### src/rtl/ext_req_initiator.sv
// Initiator for the external-block req/ack protocol: one command in flight, single-cycle req,
// registered response. Optional watchdog enabled by defining EXT_INIT_TIMEOUT_EN.
module ext_req_initiator #(
    parameter int WIDTH      = 32,
    parameter int ADDR_WIDTH = 8,
    parameter int TIMEOUT    = 64
) (
    input  logic                  clk,
    input  logic                  rst,
    // Command port: a command transfers on a rising edge where cmd_valid && cmd_ready.
    input  logic                  cmd_valid,
    output logic                  cmd_ready,
    input  logic                  cmd_is_wr,
    input  logic [ADDR_WIDTH-1:0] cmd_addr,
    input  logic [WIDTH-1:0]      cmd_wr_data,
    input  logic [WIDTH-1:0]      cmd_wr_biten,
    // Request to the responder
    output logic                  req,
    output logic                  req_is_wr,
    output logic [ADDR_WIDTH-1:0] addr,
    output logic [WIDTH-1:0]      wr_data,
    output logic [WIDTH-1:0]      wr_biten,
    input  logic                  rd_ack,
    input  logic [WIDTH-1:0]      rd_data,
    input  logic                  wr_ack,
    // Response port: rsp_* are held stable while rsp_valid && !rsp_ready.
    output logic                  rsp_valid,
    input  logic                  rsp_ready,
    output logic                  rsp_is_wr,
    output logic [WIDTH-1:0]      rsp_data,
    output logic                  rsp_err,
    output logic                  stray_ack,
    output logic [1:0]            state_dbg
);

    typedef enum logic [1:0] {
        S_IDLE = 2'd0,
        S_WAIT = 2'd1,
        S_RESP = 2'd2
    } state_t;

    state_t state;

    logic match_ack;
    logic other_ack;
    logic any_ack;

    if (TIMEOUT < 1 || (WIDTH % 8) != 0) begin : g_bad_param
        $error("ext_req_initiator: TIMEOUT must be >= 1 and WIDTH a multiple of 8");
    end

    always_comb begin
        any_ack   = rd_ack | wr_ack;
        match_ack = req_is_wr ? wr_ack : rd_ack;
        other_ack = req_is_wr ? rd_ack : wr_ack;
    end

    assign cmd_ready = (state == S_IDLE);
    assign state_dbg = state;

`ifdef EXT_INIT_TIMEOUT_EN
    localparam int CW = $clog2(TIMEOUT + 1);
    localparam logic [CW-1:0] TIMEOUT_CNT = CW'(TIMEOUT);

    logic [CW-1:0] wait_cnt;
    logic [CW-1:0] wait_cnt_next;

    assign wait_cnt_next = wait_cnt + CW'(1);
`else
    assign rsp_err = 1'b0;
`endif

    always_ff @(posedge clk or negedge rst) begin
        if (!rst) begin
            state     <= S_IDLE;
            req       <= 1'b0;
            req_is_wr <= 1'b0;
            addr      <= '0;
            wr_data   <= '0;
            wr_biten  <= '0;
            rsp_valid <= 1'b0;
            rsp_is_wr <= 1'b0;
            rsp_data  <= '0;
            stray_ack <= 1'b0;
`ifdef EXT_INIT_TIMEOUT_EN
            rsp_err   <= 1'b0;
            wait_cnt  <= '0;
`endif
        end else begin
            req       <= 1'b0;
            stray_ack <= 1'b0;
            case (state)
                S_IDLE: begin
                    stray_ack <= any_ack;
                    if (cmd_valid) begin
                        req       <= 1'b1;
                        req_is_wr <= cmd_is_wr;
                        addr      <= cmd_addr;
                        wr_data   <= cmd_wr_data;
                        wr_biten  <= cmd_wr_biten;
                        state     <= S_WAIT;
`ifdef EXT_INIT_TIMEOUT_EN
                        wait_cnt  <= '0;
`endif
                    end
                end
                S_WAIT: begin
                    // The responder cannot legally answer in the req cycle itself.
                    if (req) begin
                        stray_ack <= any_ack;
                    end else begin
                        stray_ack <= other_ack;
                        if (match_ack) begin
                            rsp_valid <= 1'b1;
                            rsp_is_wr <= req_is_wr;
                            rsp_data  <= req_is_wr ? '0 : rd_data;
                            state     <= S_RESP;
`ifdef EXT_INIT_TIMEOUT_EN
                            rsp_err   <= 1'b0;
                        end else if (wait_cnt_next == TIMEOUT_CNT) begin
                            rsp_valid <= 1'b1;
                            rsp_is_wr <= req_is_wr;
                            rsp_data  <= '0;
                            rsp_err   <= 1'b1;
                            state     <= S_RESP;
                        end else begin
                            wait_cnt  <= wait_cnt_next;
`endif
                        end
                    end
                end
                S_RESP: begin
                    stray_ack <= any_ack;
                    if (rsp_ready) begin
                        rsp_valid <= 1'b0;
                        state     <= S_IDLE;
                    end
                end
                default: begin
                    state <= S_IDLE;
                end
            endcase
        end
    end

endmodule

### config.mk
export PLATFORM = sky130hd
export DESIGN_NAME = ext_req_initiator
export DESIGN_NICKNAME = d
export VERILOG_FILES = /design/src/rtl/ext_req_initiator.sv
export SDC_FILE = /design/constraint.sdc
export NUM_CORES = 1
export LEC_CHECK = 0
export BUFFER_PORTS_ARGS = -buffer_cell sky130_fd_sc_hd__buf_2
export CELL_PAD_IN_SITES_DETAIL_PLACEMENT = 0
export CELL_PAD_IN_SITES_GLOBAL_PLACEMENT = 1
export CORE_ASPECT_RATIO = 1.1
export CORE_MARGIN = 2
export CORE_UTILIZATION = 31
export DETAILED_ROUTE_END_ITERATION = 12
export PLACE_DENSITY_LB_ADDON = 0.1
export SYNTH_ARGS = -nofsm -noshare
export SYNTH_HDL_FRONTEND = slang
export SYNTH_SLANG_ARGS = --single-unit
### constraint.sdc
create_clock -name clk -period 1.84 [get_ports clk]
set_clock_uncertainty 0.1 [all_clocks]
set_input_delay 0.092 -clock clk [delete_from_list [all_inputs] [get_ports clk]]
set_output_delay 0.092 -clock clk [all_outputs]
set_load 0.1 [all_outputs]
Word level (Yosys, flattened, before mapping) --
Cells that the tools add are included.
Cells by class: div/mod/pow operators 0, add/subtract/negate cells 0, multiplexer cells 16, bitwise logic cells 2, order comparisons 0, reductions and logical operators 7, equality and inequality tests 6, shift-type cells 0, multipliers 0
Operators with widths (count):
- $mux 32 | 1
- $mux 1 | 8
- $mux 2 | 4
- $ne 2x2->1 const B | 4
- $reduce_and 4->1 | 2
- $pmux 2 s3 | 1
- $pmux 1 s2 | 2
- $reduce_and 3->1 | 1
- $eq 2x1->1 const B | 1
- $eq 2x2->1 const B | 1
- $logic_not 2->1 | 1
- $reduce_and 2->1 | 1
- $reduce_bool 2->1 | 1
- $reduce_or 2->1 | 1
- $not 1->1 | 1
- $or 1x1->1 | 1
Word-level totals: bits in latches 0, ROM bits 0, memories kept 0, bits of input ports 111, flip-flop bits (word level) 111, memory bits (writable) 0, output and inout port bits 113

Logic depth before layout (Yosys ltp) --
Gate-level depths: netlist (run 1).
word-level depth 4, depth in mapped cells 6

Worst setup path after synthesis (run 1) --
Ideal clock, no wire load.
kind flip-flop to flip-flop, start point reg state[1], in the netlist state_dbg[1], end point reg addr[0], data required time 1.615 ns, setup time 0.125 ns, path slack -1.716 ns, data arrival time 3.331 ns, stages on the path, launching flop included 7, cell sequence dfrtp_1 -> buf_2 -> nor2_1 -> and2_1 -> buf_2 -> buf_2 -> mux2_2
Between the ends: longest elaborated chain between the ends 2
RTL lines:
- start: declaration | RTL line 42 | state_t state;
- start signal: assignment | RTL line 75 | state <= S_IDLE;
- start signal: assignment | RTL line 101 | state <= S_WAIT;
- start signal: assignment | RTL line 117 | state <= S_RESP;
- $logic_not 2->1
- via cmd_ready | RTL line 12 | output logic cmd_ready,
- $reduce_and 2->1 (no line)
- end signal: assignment | RTL line 98 | addr <= cmd_addr;
- end: declaration | RTL line 20 | output logic [ADDR_WIDTH-1:0] addr,
The timed path passes the listed nets, and every way through them passes these cells. A chain may end at the register's enable or synchronous reset.

Worst setup path in the final report (run 1) --
start point reg req_is_wr, end point reg rsp_data[11]
Between the ends: longest elaborated chain between the ends 2, elaborated cells on any way between the ends 3, those cells by class mux: 2; reduce/logical: 1
RTL lines:
- start: declaration | RTL line 19 | output logic req_is_wr,
- start signal: assignment | RTL line 97 | req_is_wr <= cmd_is_wr;
- $mux 1 | RTL line 54 | match_ack = req_is_wr ? wr_ack : rd_ack;
- $reduce_and 3->1 (no line)
- end signal: assignment | RTL line 116 | rsp_data <= req_is_wr ? '0 : rd_data;
- end: declaration | RTL line 30 | output logic [WIDTH-1:0] rsp_data,
Parallel ways exist; a longest one is shown, timed or not.

==> impl_results.html, run 1 <==
<table>
<tr><th>Metric</th><th>Value</th></tr>
<tr><th colspan="2">Run status</th></tr>
<tr><td>Outcome</td><td>finished, final reports clean</td></tr>
<tr><th colspan="2">Placement</th></tr>
<tr><td>Number of I/O port buffers</td><td>222</td></tr>
<tr><td>Post-place instance area</td><td>5540 um2</td></tr>
<tr><td>Final RePlAce weighted congestion</td><td>0.664</td></tr>
<tr><td>Detailed placement HPWL</td><td>7320 um</td></tr>
<tr><td># placed instances</td><td>634</td></tr>
<tr><th colspan="2">Finish</th></tr>
<tr><td>Finished Layout Cells</td><td>760</td></tr>
<tr><td>Area grow syn2layout</td><td>68.1%</td></tr>
<tr><td>Layout Cell Area excl Fill</td><td>6940 um2</td></tr>
<tr><td>Count of inserted antenna diode cells</td><td>0</td></tr>
<tr><td>Ratio of cells with drive above 1 in the final layout</td><td>55.8%</td></tr>
<tr><td>Post-layout nets</td><td>705</td></tr>
<tr><th colspan="2">Global route</th></tr>
<tr><td>Largest net degree at the start of global routing</td><td>47</td></tr>
<tr><td>Number of global-route vias before repair</td><td>3,556</td></tr>
<tr><td>GRT Residual Overflow</td><td>0</td></tr>
<tr><td>First-pass GRT wire length</td><td>17,600 um</td></tr>
<tr><td>GRT Total Usage</td><td>15.4%</td></tr>
<tr><td>Number of antenna violations at the first check in global routing</td><td>0</td></tr>
<tr><th colspan="2">Die</th></tr>
<tr><td>I/O pin count</td><td>224</td></tr>
<tr><td>Die Outline Area</td><td>14,300 um2</td></tr>
<tr><td>Row cnt</td><td>44</td></tr>
<tr><td>Horizontal die dimension</td><td>114 um</td></tr>
<tr><td>Vertical extent of the die</td><td>125 um</td></tr>
<tr><td>CORE AREA</td><td>13,100 um2</td></tr>
<tr><td>Effective utilization at floorplan</td><td>31.5%</td></tr>
<tr><th colspan="2">Worst setup path</th></tr>
<tr><td>Kind of capture point of the worst setup path</td><td>flip-flop</td></tr>
<tr><td>Required time of the worst setup path</td><td>1.97 ns</td></tr>
<tr><td>Crit path max-delay cell type</td><td>sky130_fd_sc_hd__dfrtp_4</td></tr>
<tr><td>CP Launch Type</td><td>flip-flop</td></tr>
<tr><td>Worst path top cell family by delay</td><td>flip-flops</td></tr>
<tr><td>Largest fanout of any net on the critical path</td><td>34</td></tr>
<tr><td>FF-to-FF Start</td><td>req_is_wr</td></tr>
<tr><td>Crit-path cells</td><td>mux2i_1 &gt; or4b_4 &gt; buf_12 &gt; a22o_1</td></tr>
<tr><td>Worst Setup SP</td><td>req_is_wr</td></tr>
<tr><td>Critical path's largest stage delay</td><td>0.50 ns</td></tr>
<tr><td>Number of buffers and inverters on the critical path</td><td>1</td></tr>
<tr><td>Critical path data arrival time</td><td>1.93 ns</td></tr>
<tr><td>Worst setup path class</td><td>flip-flop to flip-flop</td></tr>
<tr><th colspan="2">Clock network</th></tr>
<tr><td>Worst-case clock buffer depth</td><td>2</td></tr>
<tr><td>Clock buffers created by TritonCTS</td><td>9</td></tr>
<tr><td>Clock tree from TritonCTS</td><td>built</td></tr>
<tr><td>Number of sinks on the clock net</td><td>111</td></tr>
<tr><td>Root buf cell</td><td>sky130_fd_sc_hd__clkbuf_16</td></tr>
<tr><td>H-tree level count</td><td>3</td></tr>
<tr><td>Post-CTS setup repair buffer count</td><td>0</td></tr>
<tr><td>Clock insertion delay at the later pin of the skew report</td><td>0.33 ns</td></tr>
<tr><td>Clock slew at the register clock pins of the worst setup and hold paths</td><td>0.07 ns</td></tr>
<tr><th colspan="2">Timing</th></tr>
<tr><td>Hold slack</td><td>0.138 ns</td></tr>
<tr><td>Number of setup violations in the final report</td><td>0</td></tr>
<tr><td>Tcrit/Tclk final</td><td>98.1%</td></tr>
<tr><td>Worst-Margin Slew</td><td>0.524 ns</td></tr>
<tr><td>Worst slew margin relative to its limit</td><td>65.3%</td></tr>
<tr><td>Final total negative setup slack</td><td>0 ns</td></tr>
<tr><td>Final hold vios</td><td>0</td></tr>
<tr><td>Highest attainable clock frequency</td><td>554 MHz</td></tr>
<tr><td>Unrepaired setup endpoints after global routing</td><td>true</td></tr>
<tr><td>Final min period</td><td>1.80 ns</td></tr>
<tr><td>Count of final max-slew check failures</td><td>0</td></tr>
<tr><th colspan="2">Job</th></tr>
<tr><td>Number of max-cap violations</td><td>0</td></tr>
<tr><th colspan="2">Synth</th></tr>
<tr><td>Share of cell area taken by muxes after synthesis</td><td>20.2%</td></tr>
<tr><td>Adder-Cell Fraction of Synth Area</td><td>0%</td></tr>
<tr><td>XOR/XNOR share of the synthesized area</td><td>0%</td></tr>
<tr><td>Nets in the synthesized netlist</td><td>365</td></tr>
<tr><td>Number of distinct library cells after synthesis</td><td>22</td></tr>
<tr><td>Mean instance size in the synthesized netlist</td><td>16.2 um2</td></tr>
<tr><td>Post-Synthesis Cells</td><td>254</td></tr>
<tr><td>Register bit total from synthesis</td><td>111</td></tr>
<tr><td>Yosys warns</td><td>0</td></tr>
<tr><td>Netlist area before placement</td><td>4130 um2</td></tr>
<tr><td>Area share of and/or/nand/nor cells after synthesis</td><td>1.55%</td></tr>
<tr><td>Compound-cell area share of the yosys netlist</td><td>8.04%</td></tr>
<tr><td>Combinational family with the most area after synthesis</td><td>multiplexers</td></tr>
<tr><td>Sequential-to-total area share from yosys stat</td><td>67.3%</td></tr>
<tr><th colspan="2">Routing</th></tr>
<tr><td>Detailed-route DRC error count</td><td>0</td></tr>
<tr><td>Routed wire per std cell</td><td>14.3 um</td></tr>
<tr><td>Wire length after detailed routing</td><td>10,900 um</td></tr>
<tr><td>Number of nets with antenna violations after detailed routing</td><td>0</td></tr>
<tr><td>Iteration-0 DRC Markers</td><td>58</td></tr>
<tr><td>Total number of vias</td><td>3,332</td></tr>
<tr><td>Per-cell via count in the routed design</td><td>4.38</td></tr>
<tr><td>First-pass detailed-route iteration total</td><td>4</td></tr>
<tr><th colspan="2">Hold path</th></tr>
<tr><td>Tightest Hold Check Type</td><td>primary input to asynchronous set/reset pin</td></tr>
</table>
worst register-to-register path, stage by stage (launching register included):
cell                      delay (ns)
sky130_fd_sc_hd__dfrtp_4        0.50
sky130_fd_sc_hd__mux2i_1        0.15
sky130_fd_sc_hd__or4b_4         0.50
sky130_fd_sc_hd__buf_12         0.18
sky130_fd_sc_hd__a22o_1         0.26
cells in the final DEF (no fill, tap or decap):
cell type / synthesis / layout
sky130_fd_sc_hd__buf_12: 0 / 6
sky130_fd_sc_hd__buf_2: 10 / 221
sky130_fd_sc_hd__inv_6: 0 / 2
sky130_fd_sc_hd__nor3b_4: 0 / 1
sky130_fd_sc_hd__dlygate4sd3_1: 0 / 110
sky130_fd_sc_hd__dfrtp_1: 111 / 107
sky130_fd_sc_hd__mux2_2: 73 / 73
sky130_fd_sc_hd__nor3_1: 1 / 1
sky130_fd_sc_hd__a21oi_1: 3 / 2
sky130_fd_sc_hd__o21ai_0: 1 / 1
sky130_fd_sc_hd__clkinv_4: 0 / 2
sky130_fd_sc_hd__a211oi_1: 1 / 1
sky130_fd_sc_hd__o22a_1: 1 / 1
sky130_fd_sc_hd__a21o_1: 1 / 1
sky130_fd_sc_hd__clkbuf_8: 0 / 2
sky130_fd_sc_hd__clkinv_2: 0 / 1
sky130_fd_sc_hd__inv_1: 1 / 1
sky130_fd_sc_hd__or3b_1: 1 / 1
sky130_fd_sc_hd__dfrtp_4: 0 / 3
sky130_fd_sc_hd__conb_1: 1 / 1
sky130_fd_sc_hd__a21oi_2: 0 / 1
sky130_fd_sc_hd__mux2i_1: 1 / 1
sky130_fd_sc_hd__nand2b_1: 1 / 1
sky130_fd_sc_hd__buf_4: 4 / 9
sky130_fd_sc_hd__and2_4: 0 / 1
sky130_fd_sc_hd__nor2_1: 4 / 3
sky130_fd_sc_hd__clkbuf_16: 0 / 9
sky130_fd_sc_hd__a21boi_0: 1 / 1
sky130_fd_sc_hd__dfrtp_2: 0 / 1
sky130_fd_sc_hd__or4b_4: 0 / 1
sky130_fd_sc_hd__a22o_1: 32 / 32
sky130_fd_sc_hd__nor2_4: 0 / 1
cell usage after synthesis:
| cell | count | area (um2) |
|---|---|---|
| sky130_fd_sc_hd__buf_2 | 10 | 50.1 |
| sky130_fd_sc_hd__nand2b_1 | 1 | 6.26 |
| sky130_fd_sc_hd__nor3b_2 | 1 | 12.5 |
| sky130_fd_sc_hd__a22o_1 | 32 | 280 |
| sky130_fd_sc_hd__mux2i_1 | 1 | 10.0 |
| sky130_fd_sc_hd__buf_6 | 3 | 33.8 |
| sky130_fd_sc_hd__or3b_1 | 1 | 8.76 |
| sky130_fd_sc_hd__mux2_2 | 73 | 822 |
| sky130_fd_sc_hd__nor3_1 | 1 | 5.00 |
| sky130_fd_sc_hd__nor2_1 | 4 | 15.0 |
| sky130_fd_sc_hd__a21o_1 | 1 | 7.51 |
| sky130_fd_sc_hd__inv_1 | 1 | 3.75 |
| sky130_fd_sc_hd__a211oi_1 | 1 | 7.51 |
| sky130_fd_sc_hd__o21ai_0 | 1 | 5.00 |
| sky130_fd_sc_hd__o22a_1 | 1 | 8.76 |
| sky130_fd_sc_hd__conb_1 | 1 | 3.75 |
| sky130_fd_sc_hd__or4b_1 | 1 | 10.0 |
| sky130_fd_sc_hd__and2_1 | 1 | 6.26 |
| sky130_fd_sc_hd__a21boi_0 | 1 | 7.51 |
| sky130_fd_sc_hd__buf_4 | 4 | 30.0 |
| sky130_fd_sc_hd__dfrtp_1 | 111 | 2780 |
| sky130_fd_sc_hd__a21oi_1 | 3 | 15.0 |
kinds of logic (layout without fill, tap and decap cells):
logic type / Yosys count / after routing
flip-flops: 111 / 111
AO/OA/AOI/OAI: 40 / 40
other: 1 / 1
multiplexers: 74 / 74
buffers and inverters: 18 / 363
AND/OR/NAND/NOR: 10 / 10
flip-flops by register name, summed over array words and instances (netlist names), 2 cells and up:
signal,cells
rsp_data,32
wr_biten,32
wr_data,32
addr,8
state_dbg,2
metal layers:
metal  part of all wire, %  up-vias  GRT usage, %
met3                   7.7        6          4.65
li1                      -     1589             -
met5                     0        -             0
met2                    49      133          26.4
met1                    42     1604          18.8
met4                  0.81        0          3.87
cell type report:
class                   instances  area, um2
clock buffers                  11        253
inverters                       1       3.75
well taps                     161        201
repair buffers                346       2390
fillers                      1155       6160
clock inverters                 5       40.0
multi-input cells             125       1250
flip-flops and latches        111       2790
through the flow:
step	setup WS, ns	util (%)
2_1_floorplan	-0.539	-
3_3_place_gp	0.0462	42.3
3_5_place_dp	0.0107	42.3
4_1_cts	0.00406	52.9
5_1_grt	-0.0277	53.0
6_report	0.0356	53.0
timing repair:
item | 4_1_cts | 5_1_grt
hold endpoints to repair | 202 | 0
hold buffers | 110 | 0
resized for setup | 0 | 1
setup endpoints to repair | 0 | 32
path summary, 6_finish.rpt:
check | slack (ns) | endpoint | depth (start not counted)
max | 0.04 | rsp_data[11] | 4
min | 0.14 | wr_data[18] | 2
max reg2reg | 0.04 | rsp_data[11] | 4
min reg2reg | 0.40 | wr_data[1] | 1
max in group asynchronous | 0.91 | wr_biten[8] | 3
min in group clk | 0.40 | rsp_data[21] | 3
Power of run 1 is left out: the tool's default activity adds up to more than one toggle a clock period on the data nets, which glitch-free logic cannot reach.
==> run 2: changes to the inputs <==
Settings changed: GPL_TIMING_DRIVEN set to 0.
==> run 2 against run 1 <==
The run now ends with negative setup slack left; die area stayed put; routed wire length up 0.39%; hold slack worse by 0.082 ns; critical endpoint is now rsp_data[15].
==> impl_results.html, run 2 (same netlist as run 1, synthesis figures left out) <==
<table>
<tr><th>Metric</th><th>Value</th></tr>
<tr><th colspan="2">Run status</th></tr>
<tr><td>Outcome</td><td>finished with violations</td></tr>
<tr><td>Failing checks</td><td>negative setup slack</td></tr>
<tr><th colspan="2">Die</th></tr>
<tr><td>Horizontal die dimension</td><td>114 um</td></tr>
<tr><td>I/O pin count</td><td>224</td></tr>
<tr><td>Die Outline Area</td><td>14,300 um2</td></tr>
<tr><td>Row cnt</td><td>44</td></tr>
<tr><td>Vertical extent of the die</td><td>125 um</td></tr>
<tr><td>Effective utilization at floorplan</td><td>31.5%</td></tr>
<tr><td>CORE AREA</td><td>13,100 um2</td></tr>
<tr><th colspan="2">Timing</th></tr>
<tr><td>Number of setup violations in the final report</td><td>3</td></tr>
<tr><td>Hold slack</td><td>0.0561 ns</td></tr>
<tr><td>Highest attainable clock frequency</td><td>543 MHz</td></tr>
<tr><td>Final min period</td><td>1.84 ns</td></tr>
<tr><td>Final worst setup slack</td><td>-0.00283 ns</td></tr>
<tr><td>Count of final max-slew check failures</td><td>0</td></tr>
<tr><td>Final total negative setup slack</td><td>-0.00676 ns</td></tr>
<tr><td>Tcrit/Tclk final</td><td>100%</td></tr>
<tr><td>Worst slew margin relative to its limit</td><td>66.0%</td></tr>
<tr><td>Final hold vios</td><td>0</td></tr>
<tr><td>Unrepaired setup endpoints after global routing</td><td>true</td></tr>
<tr><td>Worst-Margin Slew</td><td>0.514 ns</td></tr>
<tr><th colspan="2">Global route</th></tr>
<tr><td>First-pass GRT wire length</td><td>17,700 um</td></tr>
<tr><td>Largest net degree at the start of global routing</td><td>92</td></tr>
<tr><td>GRT Total Usage</td><td>15.7%</td></tr>
<tr><td>GRT Residual Overflow</td><td>0</td></tr>
<tr><td>Number of antenna violations at the first check in global routing</td><td>0</td></tr>
<tr><td>Number of global-route vias before repair</td><td>3,664</td></tr>
<tr><th colspan="2">Placement</th></tr>
<tr><td># placed instances</td><td>638</td></tr>
<tr><td>Final RePlAce weighted congestion</td><td>0.670</td></tr>
<tr><td>Number of I/O port buffers</td><td>222</td></tr>
<tr><td>Detailed placement HPWL</td><td>7110 um</td></tr>
<tr><th colspan="2">Finish</th></tr>
<tr><td>Area grow syn2layout</td><td>69.0%</td></tr>
<tr><td>Most frequent standard cell in the layout excluding fill and tap cells</td><td>sky130_fd_sc_hd__buf_2</td></tr>
<tr><td>Leading cell types in the layout, fill and taps excluded</td><td>222 x sky130_fd_sc_hd__buf_2, 110 x sky130_fd_sc_hd__dlygate4sd3_1, 107 x sky130_fd_sc_hd__dfrtp_1, 73 x sky130_fd_sc_hd__mux2_2, 32 x sky130_fd_sc_hd__a22o_1</td></tr>
<tr><td>Post-layout nets</td><td>712</td></tr>
<tr><td>Registers with the highest flip-flop counts</td><td>rsp_data x32, wr_biten x32, wr_data x32</td></tr>
<tr><td>Count of inserted antenna diode cells</td><td>0</td></tr>
<tr><td>Finished Layout Cells</td><td>767</td></tr>
<tr><td>Ratio of cells with drive above 1 in the final layout</td><td>55.6%</td></tr>
<tr><td>Final core utilization</td><td>53.2%</td></tr>
<tr><th colspan="2">Routing</th></tr>
<tr><td>Total number of vias</td><td>3,381</td></tr>
<tr><td>Wire length after detailed routing</td><td>10,900 um</td></tr>
<tr><td>Number of nets with antenna violations after detailed routing</td><td>0</td></tr>
<tr><td>Iteration-0 DRC Markers</td><td>90</td></tr>
<tr><td>First-pass detailed-route iteration total</td><td>4</td></tr>
<tr><td>Routed wire per std cell</td><td>14.3 um</td></tr>
<tr><td>Per-cell via count in the routed design</td><td>4.41</td></tr>
<tr><td>Detailed-route DRC error count</td><td>0</td></tr>
<tr><th colspan="2">Worst setup path</th></tr>
<tr><td>Worst Setup SP</td><td>req_is_wr</td></tr>
<tr><td>Critical path data arrival time</td><td>1.98 ns</td></tr>
<tr><td>Crit path max-delay cell type</td><td>sky130_fd_sc_hd__or4b_4</td></tr>
<tr><td>Critical path's largest stage delay</td><td>0.56 ns</td></tr>
<tr><td>Crit-path cells</td><td>mux2i_2 &gt; or4b_4 &gt; buf_6 &gt; a22o_1</td></tr>
<tr><td>Number of cell instances on the worst register-to-register path</td><td>4</td></tr>
<tr><td>Required time of the worst setup path</td><td>1.97 ns</td></tr>
<tr><td>Crit path capture</td><td>rsp_data[15]</td></tr>
<tr><td>Setup slack, reg-to-reg</td><td>-0.003 ns</td></tr>
<tr><td>Worst setup path class</td><td>flip-flop to flip-flop</td></tr>
<tr><td>Kind of capture point of the worst setup path</td><td>flip-flop</td></tr>
<tr><td>FF-to-FF Start</td><td>req_is_wr</td></tr>
<tr><td>CP Launch Type</td><td>flip-flop</td></tr>
<tr><td>Critical R2R Capture</td><td>rsp_data[15]</td></tr>
<tr><td>Largest fanout of any net on the critical path</td><td>10</td></tr>
<tr><th colspan="2">Clock network</th></tr>
<tr><td>Clock insertion delay at the later pin of the skew report</td><td>0.34 ns</td></tr>
<tr><td>H-tree level count</td><td>3</td></tr>
<tr><td>Clock tree from TritonCTS</td><td>built</td></tr>
<tr><td>Root buf cell</td><td>sky130_fd_sc_hd__clkbuf_16</td></tr>
<tr><td>Worst-case clock buffer depth</td><td>2</td></tr>
<tr><td>Clock buffers created by TritonCTS</td><td>9</td></tr>
<tr><td>Clock slew at the register clock pins of the worst setup and hold paths</td><td>0.07 ns</td></tr>
<tr><td>Number of sinks on the clock net</td><td>111</td></tr>
<tr><th colspan="2">Hold path</th></tr>
<tr><td>Tightest Hold Check Type</td><td>primary input to asynchronous set/reset pin</td></tr>
<tr><th colspan="2">Job</th></tr>
<tr><td>Number of max-cap violations</td><td>0</td></tr>
</table>
run 2: timing repair:
action,4_1_cts,5_1_grt
resized for setup,3,2
hold endpoints to repair,220,0
pin swaps,1,1
buffers inserted,2,2
hold buffers,110,0
endpoints found under the setup margin,30,35
run 2: per-layer routing:
layer	vias up	share of wire [%]	routed length, um	GRT usage, %
li1	1607	-	-	-
met1	1615	43	4690	19.1
met2	143	47	5170	25.6
met3	16	7.5	818	4.56
met4	0	2.3	249	7.53
met5	-	0	0	0
run 2: final cells by class:
class,instances,area [um2]
tap,161,201
timing repair buffer,337,2280
fill,1139,6130
inverter,1,3.75
buffer,16,170
multi-input combinational,125,1260
sequential,111,2790
clock buffer,16,272
run 2: stage by stage:
| stage | area (um2) | setup slack [ns] |
|---|---|---|
| after detailed placement | 5560 | -0.0701 |
| after global placement | 5530 | -1.16 |
| after floorplan | 4210 | -0.539 |
| after CTS | 6950 | -0.00692 |
| after global routing | 6970 | -0.0649 |
| final | 6970 | -0.00283 |
run 2: worst min path at each step:
stage / start / endpoint / slack [ns] / depth (start not counted)
floorplan: rst / addr[0] / -0.30 / 0
global placement: rsp_ready / state_dbg[1] / 0.20 / 2
detailed placement: rst / wr_data[18] / -0.15 / 1
CTS: rst / wr_data[18] / 0.04 / 2
global route: rst / wr_data[18] / 0.07 / 2
finish: rst / wr_data[18] / 0.06 / 2
run 2: worst max-delay path, delay by kind of cell, from the launching register on:
family	cells	cell delay, ns
compound gates	1	0.23
simple gates	1	0.56
buf+inv	1	0.18
mux	1	0.17
flops	1	0.49
Power of run 2 is left out for the same reason.
==> run 3: changes to the inputs <==
Settings changed: RECOVER_POWER set to 100.
==> run 3 against run 2 <==
The flow still finishes with violations (negative setup slack); sequential share of layout area up 0.094 points; register-to-register slack about the same; worst setup slack worse by 0.0014 ns; first-iteration DRC count down 4.4%; flip-flop and latch count unchanged; via count down 0.38%; final cell count unchanged; routed wire length down 0.42%; utilization down 0.12 points; die area unchanged; highest routed layer unchanged.
==> impl_results.html, run 3 (same netlist as run 1, synthesis figures left out) <==
<table>
<tr><th>Metric</th><th>Value</th></tr>
<tr><th colspan="2">Run status</th></tr>
<tr><td>Outcome</td><td>finished with violations</td></tr>
<tr><td>Failing checks</td><td>negative setup slack</td></tr>
<tr><th colspan="2">Timing</th></tr>
<tr><td>Count of final max-slew check failures</td><td>0</td></tr>
<tr><td>Worst slew margin relative to its limit</td><td>42.9%</td></tr>
<tr><td>Hold slack</td><td>0.0482 ns</td></tr>
<tr><td>Highest attainable clock frequency</td><td>542 MHz</td></tr>
<tr><td>Unrepaired setup endpoints after global routing</td><td>true</td></tr>
<tr><td>Number of setup violations in the final report</td><td>4</td></tr>
<tr><td>Worst-Margin Slew</td><td>0.857 ns</td></tr>
<tr><td>Final hold vios</td><td>0</td></tr>
<tr><td>Tcrit/Tclk final</td><td>100%</td></tr>
<tr><td>Final worst setup slack</td><td>-0.00423 ns</td></tr>
<tr><td>Final min period</td><td>1.84 ns</td></tr>
<tr><th colspan="2">Global route</th></tr>
<tr><td>GRT Total Usage</td><td>15.7%</td></tr>
<tr><td>First-pass GRT wire length</td><td>17,700 um</td></tr>
<tr><td>GRT Residual Overflow</td><td>0</td></tr>
<tr><td>Number of global-route vias before repair</td><td>3,664</td></tr>
<tr><td>Number of antenna violations at the first check in global routing</td><td>0</td></tr>
<tr><td>Largest net degree at the start of global routing</td><td>92</td></tr>
<tr><th colspan="2">Routing</th></tr>
<tr><td>Top layer in use</td><td>met4</td></tr>
<tr><td>Iteration-0 DRC Markers</td><td>86</td></tr>
<tr><td>First-pass detailed-route iteration total</td><td>4</td></tr>
<tr><td>Met2 WL post-DR</td><td>5160 um</td></tr>
<tr><td>Detailed-route DRC error count</td><td>0</td></tr>
<tr><td>Number of nets with antenna violations after detailed routing</td><td>0</td></tr>
<tr><td>Total number of vias</td><td>3,368</td></tr>
<tr><td>Per-cell via count in the routed design</td><td>4.39</td></tr>
<tr><td>Routed wire length on met3</td><td>814 um</td></tr>
<tr><td>DRT met1 WL</td><td>4670 um</td></tr>
<tr><td>Wire length after detailed routing</td><td>10,900 um</td></tr>
<tr><td>Routed wire per std cell</td><td>14.2 um</td></tr>
<tr><th colspan="2">Worst setup path</th></tr>
<tr><td>Kind of capture point of the worst setup path</td><td>flip-flop</td></tr>
<tr><td>Largest fanout of any net on the critical path</td><td>10</td></tr>
<tr><td>Required time of the worst setup path</td><td>1.97 ns</td></tr>
<tr><td>Worst setup path class</td><td>flip-flop to flip-flop</td></tr>
<tr><td>Setup slack, reg-to-reg</td><td>-0.004 ns</td></tr>
<tr><td>Library cell appearing most often on the critical path</td><td>sky130_fd_sc_hd__buf_6</td></tr>
<tr><td>FF-to-FF Start</td><td>state_dbg[1]</td></tr>
<tr><td>Worst Setup SP</td><td>state_dbg[1]</td></tr>
<tr><td>Worst path top cell family by delay</td><td>simple AND/OR/NAND/NOR gates</td></tr>
<tr><td>Critical path's largest stage delay</td><td>0.60 ns</td></tr>
<tr><td>CP Launch Type</td><td>flip-flop</td></tr>
<tr><td>Number of buffers and inverters on the critical path</td><td>2</td></tr>
<tr><td>Crit path max-delay cell type</td><td>sky130_fd_sc_hd__or4b_4</td></tr>
<tr><td>Crit-path cells</td><td>buf_6 &gt; or4b_4 &gt; buf_6 &gt; a22o_1</td></tr>
<tr><td>Critical path data arrival time</td><td>1.98 ns</td></tr>
<tr><th colspan="2">Clock network</th></tr>
<tr><td>Root buf cell</td><td>sky130_fd_sc_hd__clkbuf_16</td></tr>
<tr><td>Clock slew at the register clock pins of the worst setup and hold paths</td><td>0.07 ns</td></tr>
<tr><td>Clock tree from TritonCTS</td><td>built</td></tr>
<tr><td>Clock buffers created by TritonCTS</td><td>9</td></tr>
<tr><td>Worst-case clock buffer depth</td><td>2</td></tr>
<tr><td>Clock insertion delay at the later pin of the skew report</td><td>0.34 ns</td></tr>
<tr><td>Number of sinks on the clock net</td><td>111</td></tr>
<tr><td>H-tree level count</td><td>3</td></tr>
<tr><th colspan="2">Placement</th></tr>
<tr><td>Final RePlAce weighted congestion</td><td>0.670</td></tr>
<tr><td>Detailed placement HPWL</td><td>7110 um</td></tr>
<tr><td>Worst-case setup slack after placement</td><td>-0.0701 ns</td></tr>
<tr><td># placed instances</td><td>638</td></tr>
<tr><td>Number of I/O port buffers</td><td>222</td></tr>
<tr><td>Post-place instance area</td><td>5560 um2</td></tr>
<tr><th colspan="2">Finish</th></tr>
<tr><td>Finished Layout Cells</td><td>767</td></tr>
<tr><td>Ratio of cells with drive above 1 in the final layout</td><td>55.6%</td></tr>
<tr><td>Layout Cell Area excl Fill</td><td>6960 um2</td></tr>
<tr><td>Count of inserted antenna diode cells</td><td>0</td></tr>
<tr><td>Registers with the highest flip-flop counts</td><td>rsp_data x32, wr_biten x32, wr_data x32</td></tr>
<tr><td>Leading cell types in the layout, fill and taps excluded</td><td>111 x sky130_fd_sc_hd__buf_2, 111 x sky130_fd_sc_hd__clkbuf_2, 110 x sky130_fd_sc_hd__dlygate4sd3_1, 107 x sky130_fd_sc_hd__dfrtp_1, 73 x sky130_fd_sc_hd__mux2_2</td></tr>
<tr><td>Area grow syn2layout</td><td>68.6%</td></tr>
<tr><td>Post-layout nets</td><td>712</td></tr>
<tr><th colspan="2">Die</th></tr>
<tr><td>Die Outline Area</td><td>14,300 um2</td></tr>
<tr><td>CORE AREA</td><td>13,100 um2</td></tr>
<tr><td>I/O pin count</td><td>224</td></tr>
<tr><td>Horizontal die dimension</td><td>114 um</td></tr>
<tr><td>Effective utilization at floorplan</td><td>31.5%</td></tr>
<tr><td>Vertical extent of the die</td><td>125 um</td></tr>
<tr><td>Row cnt</td><td>44</td></tr>
<tr><th colspan="2">Job</th></tr>
<tr><td>Number of max-cap violations</td><td>0</td></tr>
<tr><th colspan="2">Hold path</th></tr>
<tr><td>Tightest Hold Check Type</td><td>primary input to asynchronous set/reset pin</td></tr>
</table>
## run 3: changes by cell type in the layout (fill, tap and decap cells not counted)
cell | before | now
sky130_fd_sc_hd__buf_2 | 222 | 111
sky130_fd_sc_hd__clkbuf_2 | 0 | 111
sky130_fd_sc_hd__buf_16 | 1 | 0
sky130_fd_sc_hd__buf_6 | 9 | 10
## run 3: layer usage
layer | track usage [%] | vias to the layer above
met5 | 0 | -
met4 | 7.53 | 0
met3 | 4.56 | 17
met2 | 25.6 | 142
met1 | 19.1 | 1602
li1 | - | 1607
## run 3: worst paths after layout
kind | to | depth (start not counted)
min in group clk | state_dbg[1] | 3
max in group asynchronous | state_dbg[1] | 3
worst min-delay path | wr_data[18] | 2
worst max register to register | rsp_data[15] | 4
worst min register to register | rsp_data[7] | 1
worst max-delay path | rsp_data[15] | 4
## run 3: what timing repair did
item	CTS	global route
hold buffers	110	0
hold endpoints to repair	220	0
setup endpoints to repair	30	35
resized for setup	3	2
pin swaps	1	1
setup buffers	2	2
## run 3: layout make-up
cell class	instances	area, um2
inverters	1	3.75
repair buffers	337	2260
fillers	1142	6150
well taps	161	201
clock buffers	16	272
plain buffers	16	170
flip-flops and latches	111	2790
multi-input cells	125	1260
## run 3: through the flow
stage / TNS, ns / util, %
global route: -1.56 / 53.1
detailed placement: -1.70 / 42.4
floorplan: -43.91 / -
CTS: -0.0201 / 53.0
global placement: -89.05 / 42.2
finish: -0.0102 / 53.1
Power of run 3 is left out for the same reason.
